===== config.mk =====
export PLATFORM = sky130hd
export DESIGN_NAME = cail_param_store_flat
export DESIGN_NICKNAME = d
export VERILOG_FILES = /design/src/rtl/cail_param_store_if.sv /design/src/rtl/cail_param_store.sv /design/src/flat_wrapper.sv
export SDC_FILE = /design/constraint.sdc
export NUM_CORES = 1
export LEC_CHECK = 0
export BUFFER_PORTS_ARGS = -buffer_cell sky130_fd_sc_hd__clkbuf_2
export CORE_MARGIN = 5
export CORE_UTILIZATION = 63
export CTS_CLUSTER_DIAMETER = 30
export CTS_CLUSTER_SIZE = 8
export DETAILED_ROUTE_END_ITERATION = 8
export HOLD_SLACK_MARGIN = 0.03
export PLACE_DENSITY = 0.84
export SLEW_MARGIN = 40
export SYNTH_ARGS = -nofsm -noshare
export SYNTH_HDL_FRONTEND = slang
export SYNTH_HIERARCHICAL = 1
export SYNTH_SLANG_ARGS = --single-unit

===== constraint.sdc =====
create_clock -name clk -period 5.9 [get_ports clk]
set_clock_uncertainty 0.15 [all_clocks]
set_input_delay 1.18 -clock clk [delete_from_list [all_inputs] [get_ports clk]]
set_output_delay 1.18 -clock clk [all_outputs]
set_load 0.01 [all_outputs]

===== src/rtl/cail_param_store_if.sv =====
// Request/result bus toward the calibration logic plus the byte-command bus toward the IIC master.
// The slave modport is the parameter store's view; master is the surrounding environment's view.
interface cail_param_store_if #(
   parameter int CH_W       = 4,
   parameter int TYPE_W     = 2,
   parameter int DATA_BYTES = 4,
   parameter int ADDR_W     = 16
);
   localparam int DW = 8 * DATA_BYTES;

   logic              wr_req;
   logic              rd_req;
   logic [CH_W-1:0]   ch;
   logic [TYPE_W-1:0] ptype;
   logic              mult;
   logic [DW-1:0]     in_data;
   logic [DW-1:0]     result;
   logic              result_valid;
   logic              busy;
   logic              ovf;
   logic              range_err;
   logic              ack_err;

   logic              i2c_start;
   logic              i2c_wr;
   logic [6:0]        i2c_dev;
   logic [ADDR_W-1:0] i2c_addr;
   logic [7:0]        i2c_wdata;
   logic [7:0]        i2c_rdata;
   logic              i2c_done;
   logic              i2c_ack_err;

   modport master (
      output wr_req, rd_req, ch, ptype, mult, in_data,
      input  result, result_valid, busy, ovf, range_err, ack_err,
      input  i2c_start, i2c_wr, i2c_dev, i2c_addr, i2c_wdata,
      output i2c_rdata, i2c_done, i2c_ack_err
   );

   modport slave (
      input  wr_req, rd_req, ch, ptype, mult, in_data,
      output result, result_valid, busy, ovf, range_err, ack_err,
      output i2c_start, i2c_wr, i2c_dev, i2c_addr, i2c_wdata,
      input  i2c_rdata, i2c_done, i2c_ack_err
   );
endinterface


===== src/rtl/cail_param_store.sv =====
// Calibration-parameter store: queues {ch,type,mult} read/write requests and runs each as byte commands
// to the IIC master; first i2c_start 3 clocks after a request into an idle block, requests dropped (ovf) when the queue is full.
module cail_fifo #(
   parameter int W     = 8,
   parameter int DEPTH = 4
) (
   input  logic         clk,
   input  logic         rst,
   input  logic         in_vld,
   input  logic [W-1:0] in_dat,
   output logic         full,
   input  logic         out_rdy,
   output logic [W-1:0] out_dat,
   output logic         empty
);
   localparam int PW = $clog2(DEPTH);
   localparam logic [PW:0] FULL_CNT = DEPTH[PW:0];

   logic [W-1:0]  mem [DEPTH];
   logic [PW-1:0] wr_ptr;
   logic [PW-1:0] rd_ptr;
   logic [PW:0]   count;
   logic          push;
   logic          pop;

   assign full    = (count == FULL_CNT);
   assign empty   = (count == '0);
   assign push    = in_vld & ~full;
   assign pop     = out_rdy & ~empty;
   assign out_dat = mem[rd_ptr];

   always_ff @(posedge clk) begin
      if (push) mem[wr_ptr] <= in_dat;
   end

   always_ff @(posedge clk) begin
      if (rst) begin
         wr_ptr <= '0;
         rd_ptr <= '0;
         count  <= '0;
      end else begin
         if (push) wr_ptr <= wr_ptr + 1'b1;
         if (pop)  rd_ptr <= rd_ptr + 1'b1;
         case ({push, pop})
            2'b10:   count <= count + 1'b1;
            2'b01:   count <= count - 1'b1;
            default: count <= count;
         endcase
      end
   end
endmodule

module cail_param_store #(
   parameter int         CH_NUM     = 16,
   parameter int         CH_W       = 4,
   parameter int         TYPE_NUM   = 4,
   parameter int         TYPE_W     = 2,
   parameter int         DATA_BYTES = 4,
   parameter int         ADDR_W     = 16,
   parameter int         BASE_ADDR  = 0,
   parameter logic [6:0] DEV_ADDR   = 7'h50,
   parameter int         FIFO_DEPTH = 4,
   parameter int         TWR_CYC    = 250000
) (
   input logic               clk,
   input logic               rst,
   cail_param_store_if.slave bus
);
   localparam int DW = 8 * DATA_BYTES;
   localparam int KW = (DATA_BYTES > 1) ? $clog2(DATA_BYTES) : 1;
   localparam int CW = $clog2(TWR_CYC + 1);

   typedef struct packed {
      logic              do_wr;
      logic              do_rd;
      logic [CH_W-1:0]   ch;
      logic [TYPE_W-1:0] ptype;
      logic              mult;
      logic [DW-1:0]     data;
   } entry_t;

   typedef enum logic [2:0] {
      S_IDLE, S_LOAD, S_WR_CMD, S_WR_WAIT, S_WR_DLY, S_RD_CMD, S_RD_WAIT, S_FIN
   } state_t;

   state_t            state, state_nxt;
   entry_t            req_ent, head_ent, work;
   logic              req, in_range, q_full, q_empty, pop;
   logic [ADDR_W-1:0] key_addr, addr_base;
   logic [KW-1:0]     k;
   logic [CW-1:0]     dly_cnt;
   logic              dly_last, last_byte;
   logic [DW-1:0]     shadow;
   logic              start_c, wr_c, ack_set;

   // A same-cycle wr+rd becomes one WRRD entry so the write is guaranteed to land before the read.
   assign req      = bus.wr_req | bus.rd_req;
   assign in_range = (32'(bus.ch) < 32'(CH_NUM));
   assign req_ent  = '{do_wr: bus.wr_req, do_rd: bus.rd_req, ch: bus.ch, ptype: bus.ptype,
                       mult: bus.mult, data: bus.in_data};
   assign pop      = (state == S_IDLE) & ~q_empty;

   cail_fifo #(.W($bits(entry_t)), .DEPTH(FIFO_DEPTH)) u_req_fifo (
      .clk     (clk),
      .rst     (rst),
      .in_vld  (req & in_range),
      .in_dat  (req_ent),
      .full    (q_full),
      .out_rdy (pop),
      .out_dat (head_ent),
      .empty   (q_empty)
   );

   assign key_addr  = ADDR_W'(32'(BASE_ADDR) +
                      ((32'(work.ch) * 32'(TYPE_NUM) + 32'(work.ptype)) * 32'd2 + 32'(work.mult)) *
                      32'(DATA_BYTES));
   assign last_byte = (k == KW'(DATA_BYTES - 1));
   assign dly_last  = (dly_cnt == CW'(TWR_CYC - 1));

   always_ff @(posedge clk) begin
      if (rst) state <= S_IDLE;
      else     state <= state_nxt;
   end

   always_comb begin
      state_nxt = state;
      start_c   = 1'b0;
      wr_c      = 1'b0;
      ack_set   = 1'b0;
      case (state)
         S_IDLE:    if (!q_empty) state_nxt = S_LOAD;
         S_LOAD:    state_nxt = work.do_wr ? S_WR_CMD : S_RD_CMD;
         S_WR_CMD: begin
            start_c   = 1'b1;
            wr_c      = 1'b1;
            state_nxt = S_WR_WAIT;
         end
         S_WR_WAIT: begin
            wr_c = 1'b1;
            if (bus.i2c_done) begin
               ack_set   = bus.i2c_ack_err;
               state_nxt = bus.i2c_ack_err ? S_IDLE : S_WR_DLY;
            end
         end
         S_WR_DLY: begin
            if (dly_last) begin
               if (!last_byte)       state_nxt = S_WR_CMD;
               else if (work.do_rd)  state_nxt = S_RD_CMD;
               else                  state_nxt = S_FIN;
            end
         end
         S_RD_CMD: begin
            start_c   = 1'b1;
            state_nxt = S_RD_WAIT;
         end
         S_RD_WAIT: begin
            if (bus.i2c_done) begin
               ack_set = bus.i2c_ack_err;
               if (bus.i2c_ack_err) state_nxt = S_IDLE;
               else if (last_byte)  state_nxt = S_FIN;
               else                 state_nxt = S_RD_CMD;
            end
         end
         S_FIN:     state_nxt = S_IDLE;
         default:   state_nxt = S_IDLE;
      endcase
   end

   always_ff @(posedge clk) begin
      if (rst) begin
         work             <= '0;
         addr_base        <= '0;
         k                <= '0;
         dly_cnt          <= '0;
         shadow           <= '0;
         bus.result       <= '0;
         bus.result_valid <= 1'b0;
         bus.ack_err      <= 1'b0;
         bus.ovf          <= 1'b0;
         bus.range_err    <= 1'b0;
      end else begin
         bus.result_valid <= 1'b0;
         bus.ack_err      <= ack_set;
         // Fullness is judged before this cycle's pop, so a pop never rescues a request.
         bus.ovf          <= req & in_range & q_full;
         bus.range_err    <= req & ~in_range;
         case (state)
            S_IDLE:    if (!q_empty) work <= head_ent;
            S_LOAD: begin
               addr_base <= key_addr;
               k         <= '0;
            end
            S_WR_WAIT: dly_cnt <= '0;
            S_WR_DLY: begin
               if (dly_last) begin
                  dly_cnt <= '0;
                  k       <= last_byte ? '0 : k + 1'b1;
               end else begin
                  dly_cnt <= dly_cnt + 1'b1;
               end
            end
            S_RD_WAIT: begin
               if (bus.i2c_done && !bus.i2c_ack_err) begin
                  shadow[{k, 3'b000} +: 8] <= bus.i2c_rdata;
                  if (!last_byte) k <= k + 1'b1;
               end
            end
            S_FIN: begin
               if (work.do_rd) begin
                  bus.result       <= shadow;
                  bus.result_valid <= 1'b1;
               end
            end
            default: ;
         endcase
      end
   end

   // Address, direction and data derive from registers that only move outside the command/wait window.
   assign bus.i2c_start = start_c;
   assign bus.i2c_wr    = wr_c;
   assign bus.i2c_dev   = DEV_ADDR;
   assign bus.i2c_addr  = addr_base + ADDR_W'(k);
   assign bus.i2c_wdata = work.data[{k, 3'b000} +: 8];
   assign bus.busy      = ~q_empty | (state != S_IDLE);
endmodule


===== src/flat_wrapper.sv =====
// flat-port wrapper written by rule: the top's interface ports become plain ports
module cail_param_store_flat 
#(
   parameter int         CH_NUM     = 16,
   parameter int         CH_W       = 4,
   parameter int         TYPE_NUM   = 4,
   parameter int         TYPE_W     = 2,
   parameter int         DATA_BYTES = 4,
   parameter int         ADDR_W     = 16,
   parameter int         BASE_ADDR  = 0,
   parameter logic [6:0] DEV_ADDR   = 7'h50,
   parameter int         FIFO_DEPTH = 4,
   parameter int         TWR_CYC    = 250000
)
  (clk, rst, bus_wr_req, bus_rd_req, bus_ch, bus_ptype, bus_mult, bus_in_data, bus_result, bus_result_valid, bus_busy, bus_ovf, bus_range_err, bus_ack_err, bus_i2c_start, bus_i2c_wr, bus_i2c_dev, bus_i2c_addr, bus_i2c_wdata, bus_i2c_rdata, bus_i2c_done, bus_i2c_ack_err);
  cail_param_store_if #(.CH_W(CH_W), .TYPE_W(TYPE_W), .DATA_BYTES(DATA_BYTES), .ADDR_W(ADDR_W)) bus_i ();
  input logic clk;
  input logic rst;
  input wire logic [$bits(bus_i.wr_req)-1:0] bus_wr_req;
  input wire logic [$bits(bus_i.rd_req)-1:0] bus_rd_req;
  input wire logic [$bits(bus_i.ch)-1:0] bus_ch;
  input wire logic [$bits(bus_i.ptype)-1:0] bus_ptype;
  input wire logic [$bits(bus_i.mult)-1:0] bus_mult;
  input wire logic [$bits(bus_i.in_data)-1:0] bus_in_data;
  output wire logic [$bits(bus_i.result)-1:0] bus_result;
  output wire logic [$bits(bus_i.result_valid)-1:0] bus_result_valid;
  output wire logic [$bits(bus_i.busy)-1:0] bus_busy;
  output wire logic [$bits(bus_i.ovf)-1:0] bus_ovf;
  output wire logic [$bits(bus_i.range_err)-1:0] bus_range_err;
  output wire logic [$bits(bus_i.ack_err)-1:0] bus_ack_err;
  output wire logic [$bits(bus_i.i2c_start)-1:0] bus_i2c_start;
  output wire logic [$bits(bus_i.i2c_wr)-1:0] bus_i2c_wr;
  output wire logic [$bits(bus_i.i2c_dev)-1:0] bus_i2c_dev;
  output wire logic [$bits(bus_i.i2c_addr)-1:0] bus_i2c_addr;
  output wire logic [$bits(bus_i.i2c_wdata)-1:0] bus_i2c_wdata;
  input wire logic [$bits(bus_i.i2c_rdata)-1:0] bus_i2c_rdata;
  input wire logic [$bits(bus_i.i2c_done)-1:0] bus_i2c_done;
  input wire logic [$bits(bus_i.i2c_ack_err)-1:0] bus_i2c_ack_err;
  assign bus_i.wr_req = bus_wr_req;
  assign bus_i.rd_req = bus_rd_req;
  assign bus_i.ch = bus_ch;
  assign bus_i.ptype = bus_ptype;
  assign bus_i.mult = bus_mult;
  assign bus_i.in_data = bus_in_data;
  assign bus_result = bus_i.result;
  assign bus_result_valid = bus_i.result_valid;
  assign bus_busy = bus_i.busy;
  assign bus_ovf = bus_i.ovf;
  assign bus_range_err = bus_i.range_err;
  assign bus_ack_err = bus_i.ack_err;
  assign bus_i2c_start = bus_i.i2c_start;
  assign bus_i2c_wr = bus_i.i2c_wr;
  assign bus_i2c_dev = bus_i.i2c_dev;
  assign bus_i2c_addr = bus_i.i2c_addr;
  assign bus_i2c_wdata = bus_i.i2c_wdata;
  assign bus_i.i2c_rdata = bus_i2c_rdata;
  assign bus_i.i2c_done = bus_i2c_done;
  assign bus_i.i2c_ack_err = bus_i2c_ack_err;
  cail_param_store #(.CH_NUM(CH_NUM), .CH_W(CH_W), .TYPE_NUM(TYPE_NUM), .TYPE_W(TYPE_W), .DATA_BYTES(DATA_BYTES), .ADDR_W(ADDR_W), .BASE_ADDR(BASE_ADDR), .DEV_ADDR(DEV_ADDR), .FIFO_DEPTH(FIFO_DEPTH), .TWR_CYC(TWR_CYC)) u_core (.clk(clk), .rst(rst), .bus(bus_i));
endmodule

==> reports/metrics.cfg, run 1 <==
[finish]
layout.cells.most_common_list=222 x sky130_fd_sc_hd__nand2_1, 164 x sky130_fd_sc_hd__edfxtp_1, 144 x sky130_fd_sc_hd__dfxtp_1
drive_gt1_share_pct=21.42
layout.cells.non_filler=1409
layout_commonest_cell=sky130_fd_sc_hd__nand2_1
fin_nets=1169
layout-area-overhead-vs-synth_pct=17.89
fin_util_pct=74.80
num_antenna_cells=0

[worst_hold_path]
min-delay-path-class=reg2reg

[timing]
slew-limit-headroom_pct=46.56
setup_repair_after_global_routing_missed_its_margin=false
finalMaxSlewViolations=0
layout_worst_path_cycle_share_pct=62.67
maxClockFrequency_mhz=270.5
finalHoldViolCount=0
final.min_clock_period_ns=3.697
timing.setup.tns_ns=0
timing.final.setup_violations=0
tightestPinTransition_ns=0.8016

[floorplan]
std_cell_rows=51
fp.dieW_um=149.3
io_pins=123
die_height_um=149.3
core_region_area_um2=19270
effective_utilization_at_floorplan_pct=63.45
floorplan.die_area_um2=22300

[routing]
routed_wl_mm=27.07
detailroute.via_count=8187
detail_route.drc_violations=0
drt_iter0_markers=724
viasPerCell=5.811
detail-route-antenna-nets=0
dr.pass1.iters=5
wire_per_inst_um=19.21

[logic_synthesis]
synthesis.area_um2=12230
yosys.cell_types.count=56
synth_flop_cell=sky130_fd_sc_hd__edfxtp_1
yosys.area.top_type_share_pct=40.27
synth_sequential_area_ratio_pct=64.34
ys_top_cells_by_area=sky130_fd_sc_hd__edfxtp_1 40%, sky130_fd_sc_hd__dfxtp_1 24%, sky130_fd_sc_hd__mux4_2 8.8%
synth-seq-cells=311
syn_inst=996
synth.avg_cell_area_um2=12.28
synth_async_sr_flop_share_pct=0
synth-edff-count=164
yosys_warnings=6
synth_top_cell_by_area=sky130_fd_sc_hd__edfxtp_1

[clocking]
cts.sink_count=311
cts_root_buffer=sky130_fd_sc_hd__clkbuf_16
post_cts.resized_instances=0
cts-hold-fix-buffers=0
insertion_delay_ns=0.55
cts.htree.levels=2
cts.reportedPaths.clkPinSlew_ns=0.05
tritoncts=yes
post-cts-setup-buffer-count=0
tritoncts.num_buffers=50
clock_path_buffers=3

[setup_path]
worstSetupStartpointType=flip-flop
critical_path.max_stage_delay_ns=0.57
worst_ep_arrival_time_ns=4.02
cp-end-kind=flip-flop
path_cells=or4_1 > buf_4 > clkinv_1 > buf_4 > o31ai_2 > inv_1 > ha_1 > inv_1 > fa_1 > xor2_1 > or3_1 > a21oi_1
slowest_stage_cell_crit_path=sky130_fd_sc_hd__or4_1
timing_worst_setup_path_type=reg2reg
worstPathMaxFanout=43
worstPathRequired_ns=6.23

[global_route]
maximum_number_of_pins_on_one_net_before_global_route_repair=105
global_route.usage.total_pct=24.43
grt_antenna_before_repair=0
grt_overflow=0
number_of_global_route_vias_before_repair=7977
first_pass_grt_wire_length_mm=42.55

[run_status]
run_status=complete, no violations

[placement]
detailed_place_hpwl_mm=14.96
io_buffer_count=107
numPlacedInstances=1317
gpl.final_weighted_congestion=0.8409

[pwr]
vdd_drop_max_v=0.0003338
leakage_nw=4.984
power.density_nw_per_um2=485.0
totalPowerFinal_mw=6.991

[flow_run]
drv.max_cap_violation_count=0

[worst max-delay path, delay by kind of cell, from the launching register on]
family                   cells  cell delay, ns
buffers and inverters        5            0.96
AND/OR/NAND/NOR              2            0.90
adder cells (fa/ha/maj)      2            0.60
flip-flops                   1            0.47
AO/OA/AOI/OAI                2            0.31
XOR/XNOR                     1            0.20
[final timing paths]
kind                     start                          to  slack (ns)  cells after the start
max            u_core/state[2]  u_core/u_req_fifo/count[2]        2.20                     12
min          u_core/shadow[24]           u_core/shadow[24]        0.30                      2
max reg2reg    u_core/state[2]  u_core/u_req_fifo/count[2]        2.20                     12
min reg2reg  u_core/shadow[24]           u_core/shadow[24]        0.30                      2
[synthesized netlist by cell type (3+ instances only)]
cell type                    n
sky130_fd_sc_hd__nand2b_1    4
sky130_fd_sc_hd__nand3_1    50
sky130_fd_sc_hd__dfxtp_1   147
sky130_fd_sc_hd__or4_1       8
sky130_fd_sc_hd__clkbuf_1   36
sky130_fd_sc_hd__nand2_1   222
sky130_fd_sc_hd__a21oi_1   126
sky130_fd_sc_hd__a31oi_1    10
sky130_fd_sc_hd__o21ai_0    12
sky130_fd_sc_hd__nor3_1      7
sky130_fd_sc_hd__buf_4      15
sky130_fd_sc_hd__nor2b_1     7
sky130_fd_sc_hd__mux4_2     48
sky130_fd_sc_hd__buf_12      4
sky130_fd_sc_hd__edfxtp_1  164
sky130_fd_sc_hd__ha_1       11
sky130_fd_sc_hd__or3_1      12
sky130_fd_sc_hd__mux2i_1     3
sky130_fd_sc_hd__and2_1      5
sky130_fd_sc_hd__xor2_1      6
sky130_fd_sc_hd__inv_1      16
sky130_fd_sc_hd__nor4_1      3
sky130_fd_sc_hd__buf_2      11
sky130_fd_sc_hd__buf_1       3
sky130_fd_sc_hd__nor2_1     21
sky130_fd_sc_hd__nand4_1     6
[state kept, by name, indices dropped and copies added, names as in the netlist, named ones only]
signal,flops
u_core/addr_base,7
u_core/bus.ack_err,1
u_core/bus.ovf,1
u_core/bus.result,32
u_core/bus.result_valid,1
u_core/dly_cnt,18
u_core/k,2
u_core/shadow,32
u_core/state,3
u_core/u_req_fifo/count,3
u_core/u_req_fifo/mem,164
u_core/u_req_fifo/rd_ptr,2
u_core/u_req_fifo/wr_ptr,2
u_core/work,41
[kinds of logic after synthesis]
logic type                 share of synthesized area [%]
buffers and inverters                              3.929
other                                            0.06142
AOI/OAI and AO/OA                                  7.255
muxes                                              9.393
xor gates and xnor gates                          0.5014
DFF                                                64.34
adders and majority gates                          1.289
and+or+nand+nor                                    13.23
[per-layer routing]
metal	wire (µm)	vias up	global-route usage [%]
met3	1621	61	5.044
met4	713	0	8.787
met1	10740	4026	30.90
met2	13990	305	42.07
li1	-	3795	-
met5	0	-	0
[final cells by class]
cell class	instances	area [µm²]
clock inverter	9	115.1
timing repair buffer	114	594.3
sequential	311	7874
tap	265	331.6
fill	1210	4856
multi-input combinational	610	3966
inverter	17	63.81
clock buffer	83	1470
[stage by stage]
| step | worst slack [ns] | hold WS, ns | area, µm² |
|---|---|---|---|
| CTS | 2.229 | 0.3002 | 14420 |
| finish | 2.203 | 0.3006 | 14420 |
| global route | 2.041 | 0.3137 | 14420 |
| floorplan | 2.816 | 0.2821 | 12280 |
| detailed placement | 2.392 | 0.2926 | 12830 |
| global placement | 2.483 | 0.2891 | 12790 |
[where the power goes]
part / internal, mW / switching [mW] / total, mW
Clock: 1.74 / 0.963 / 2.70
Sequential: 2.65 / 0.235 / 2.89
Combinational: 0.545 / 0.853 / 1.40
Total: 4.94 / 2.05 / 6.99
No activity file was read; power rests on OpenSTA's default activity.
==> run 2: changes to the inputs <==
--- a/config.mk
+++ b/config.mk
@@ -7,12 +7,12 @@
 export LEC_CHECK = 0
 export BUFFER_PORTS_ARGS = -buffer_cell sky130_fd_sc_hd__clkbuf_2
 export CORE_MARGIN = 5
-export CORE_UTILIZATION = 63
+export CORE_UTILIZATION = 53
 export CTS_CLUSTER_DIAMETER = 30
 export CTS_CLUSTER_SIZE = 8
 export DETAILED_ROUTE_END_ITERATION = 8
 export HOLD_SLACK_MARGIN = 0.03
-export PLACE_DENSITY = 0.84
+export PLACE_DENSITY = 0.76
 export SLEW_MARGIN = 40
 export SYNTH_ARGS = -nofsm -noshare
 export SYNTH_HDL_FRONTEND = slang
==> constraint.sdc (replaced) <==
create_clock -name clk -period 3.4 [get_ports clk]
set_clock_uncertainty 0.15 [all_clocks]
set_input_delay 0.68 -clock clk [delete_from_list [all_inputs] [get_ports clk]]
set_output_delay 0.68 -clock clk [all_outputs]
set_load 0.01 [all_outputs]
==> run 2 against run 1 <==
Utilization fell by 9.0 points. Combinational power up 81%. Via count decreased by 0.27%. Total power rose by 85%. Clock-buffer cell count up 1. First-iteration DRC count down 22%. Setup slack got worse by 1.6 ns.
==> reports/metrics.cfg, run 2 (synthesis gave the netlist of run 1 again) <==
[timing]
worst_hold_slack_ns=0.1758  ; -0.1248 ns
setup_repair_after_global_routing_missed_its_margin=false
timing.setup.tns_ns=0  ; unchanged
maxClockFrequency_mhz=353.2
finalHoldViolCount=0  ; unchanged
timing.final.setup_violations=0  ; unchanged
worst_slack_ns=0.5688  ; -1.634 ns
layout_worst_path_cycle_share_pct=83.27
final.min_clock_period_ns=2.831
slew-limit-headroom_pct=45.77  ; -0.79 points
finalMaxSlewViolations=0  ; unchanged
tightestPinTransition_ns=0.8073  ; +0.005662 ns

[routing]
detail_route.drc_violations=0  ; unchanged
wire_per_inst_um=18.30  ; -4.8%
routed_wl_mm=26.75  ; -1.2%
detailroute.via_count=8165  ; -0.27%
viasPerCell=5.585  ; -3.9%
dr.pass1.iters=5  ; unchanged
detail-route-antenna-nets=0  ; unchanged
drt_iter0_markers=568  ; -22%

[global_route]
global_route.usage.total_pct=20.19  ; -4.2 points
grt_overflow=0  ; unchanged
number_of_global_route_vias_before_repair=8203  ; +2.8%
maximum_number_of_pins_on_one_net_before_global_route_repair=63  ; -40%
first_pass_grt_wire_length_mm=42.69  ; +0.32%
grt_antenna_before_repair=1  ; +1

[pwr]
vdd_drop_max_v=0.0005642  ; +69%
totalPowerFinal_mw=12.95  ; +85%
power.density_nw_per_um2=866.3  ; +79%
leakage_nw=5.271  ; +5.8%

[setup_path]
worstPathMaxFanout=11  ; -74%
critical_path.max_stage_delay_ns=0.59  ; +0.02 ns
slowest_stage_cell_crit_path=sky130_fd_sc_hd__mux4_2
r2r_end=u_core/u_req_fifo/count[2]
timing_worst_setup_path_type=reg2out
worstSetupStartpointType=flip-flop
timing.reg2reg.setup_slack_ns=0.60  ; -1.60 ns
cp-end-kind=output port
path_cells=buf_4 > mux4_2 > clkbuf_2
worstPathBufferInverterCount=2  ; -3
reg2reg_depth=11  ; -1
critical_path.top_delay_family=multiplexers
worst_ep_arrival_time_ns=2.00  ; -2.02 ns
worst_r2r_startpoint=u_core/u_req_fifo/count[0]
worstPathRequired_ns=2.57  ; -3.66 ns

[placement]
place_area_um2=13000  ; +1.3%
numPlacedInstances=1351  ; +2.6%
detailed_place_hpwl_mm=16.15  ; +8.0%
pre_cts_slack_ns=0.6083  ; -1.784 ns
io_buffer_count=107  ; unchanged
gpl.final_weighted_congestion=0.8358  ; -0.61%

[finish]
layout-area-overhead-vs-synth_pct=22.23
layout_top_registers=u_core/u_req_fifo/mem (164), u_core/work (41)
fin_area_um2=14950  ; +3.7%
fin_util_pct=65.82  ; -9.0 points
num_antenna_cells=0  ; unchanged
layout_commonest_cell=sky130_fd_sc_hd__nand2_1
drive_gt1_share_pct=24.47  ; +3.1 points
register_name_with_the_most_flops=u_core/u_req_fifo/mem
largest_register_ff_count=164  ; unchanged
fin_nets=1192  ; +2.0%
layout.cells.non_filler=1462  ; +3.8%
layout.cells.most_common_list=222 x sky130_fd_sc_hd__nand2_1, 164 x sky130_fd_sc_hd__edfxtp_1, 145 x sky130_fd_sc_hd__dfxtp_1

[floorplan]
floorplan.die_area_um2=26210  ; +18%
die_height_um=161.9  ; +8.4%
std_cell_rows=55  ; +7.8%
effective_utilization_at_floorplan_pct=53.85  ; -9.6 points
core_region_area_um2=22710  ; +18%
fp.dieW_um=161.9  ; +8.4%
io_pins=123  ; unchanged

[clocking]
insertion_delay_ns=0.57  ; +0.02 ns
clock_path_buffers=3  ; unchanged
post-cts-setup-buffer-count=0  ; unchanged
cts.reportedPaths.clkPinSlew_ns=0.05  ; about the same
cts_root_buffer=sky130_fd_sc_hd__clkbuf_16
cts-hold-fix-buffers=0  ; unchanged
tritoncts=yes
post_cts.resized_instances=0  ; unchanged
tritoncts.num_buffers=59  ; +18%
cts.sink_count=311  ; unchanged
cts.htree.levels=2  ; unchanged

[worst_hold_path]
worst_hold_path.endpoint=u_core/u_req_fifo/mem[3][11]
min-delay-path-class=in2reg
worst_hold_path_cell_count=1  ; -1
min_from=bus_in_data[11]

[flow_run]
drv.max_cap_violation_count=0  ; unchanged

[run_status]
run_status=complete, no violations

==> run 2: cell count changes in the layout (fill, tap and decap cells not counted), moves of 3 or more <==
cell / previous run / this run
sky130_fd_sc_hd__clkbuf_1: 28 / 16
sky130_fd_sc_hd__buf_4: 7 / 16
sky130_fd_sc_hd__clkinv_2: 3 / 12
sky130_fd_sc_hd__clkbuf_8: 1 / 8
sky130_fd_sc_hd__buf_12: 0 / 6
sky130_fd_sc_hd__clkbuf_16: 54 / 60
sky130_fd_sc_hd__and2_2: 0 / 4
sky130_fd_sc_hd__and2_4: 4 / 0
sky130_fd_sc_hd__clkinv_4: 0 / 4
sky130_fd_sc_hd__inv_4: 0 / 3
==> run 2: where the power goes <==
part | switching (mW) | internal [mW]
Combinational | 1.53 | 1.01
Sequential | 0.319 | 4.60
Clock | 1.85 | 3.64
==> run 2: worst register-to-register path, cell delays in order (launching register included) <==
cell                       delay, ns
sky130_fd_sc_hd__dfxtp_1        0.45
sky130_fd_sc_hd__nor3_2         0.12
sky130_fd_sc_hd__or4_1          0.44
sky130_fd_sc_hd__clkinv_1       0.09
sky130_fd_sc_hd__o31ai_2        0.07
sky130_fd_sc_hd__inv_1          0.08
sky130_fd_sc_hd__ha_1           0.20
sky130_fd_sc_hd__inv_1          0.07
sky130_fd_sc_hd__fa_1           0.38
sky130_fd_sc_hd__xor2_1         0.17
sky130_fd_sc_hd__or3_1          0.31
sky130_fd_sc_hd__a21oi_1        0.18
==> run 2: how the worst max path moves through the flow <==
stage	start	to	slack, ns	cells past startpoint
final	u_core/k[0]	bus_i2c_wdata[0]	0.57	3
after global routing	u_core/u_req_fifo/count[0]	u_core/u_req_fifo/count[2]	0.44	11
after floorplan	u_core/state[0]	u_core/u_req_fifo/count[2]	0.44	13
after CTS	u_core/k[0]	bus_i2c_wdata[0]	0.56	3
after detailed placement	bus_rd_req	u_core/u_req_fifo/count[2]	0.61	11
after global placement	bus_rd_req	u_core/u_req_fifo/count[2]	0.67	11
==> run 2: area by class of cell <==
cell class | count | area (µm²)
clock inverters | 27 | 267.8
flip-flops and latches | 311 | 7873
inverters | 17 | 63.81
fillers | 1623 | 7762
clock buffers | 84 | 1672
repair buffers | 128 | 770.7
multi-input cells | 610 | 3944
well taps | 285 | 356.6
==> run 2: routing by layer <==
layer | part of all wire (%) | global-route usage [%] | vias to the layer above | wire (µm)
li1 | - | - | 3864 | -
met1 | 40 | 25.05 | 4004 | 10730
met2 | 52 | 35.94 | 257 | 13950
met4 | 1.6 | 5.613 | 2 | 438
met3 | 6.1 | 4.339 | 38 | 1619
met5 | 0.045 | 0 | - | 12
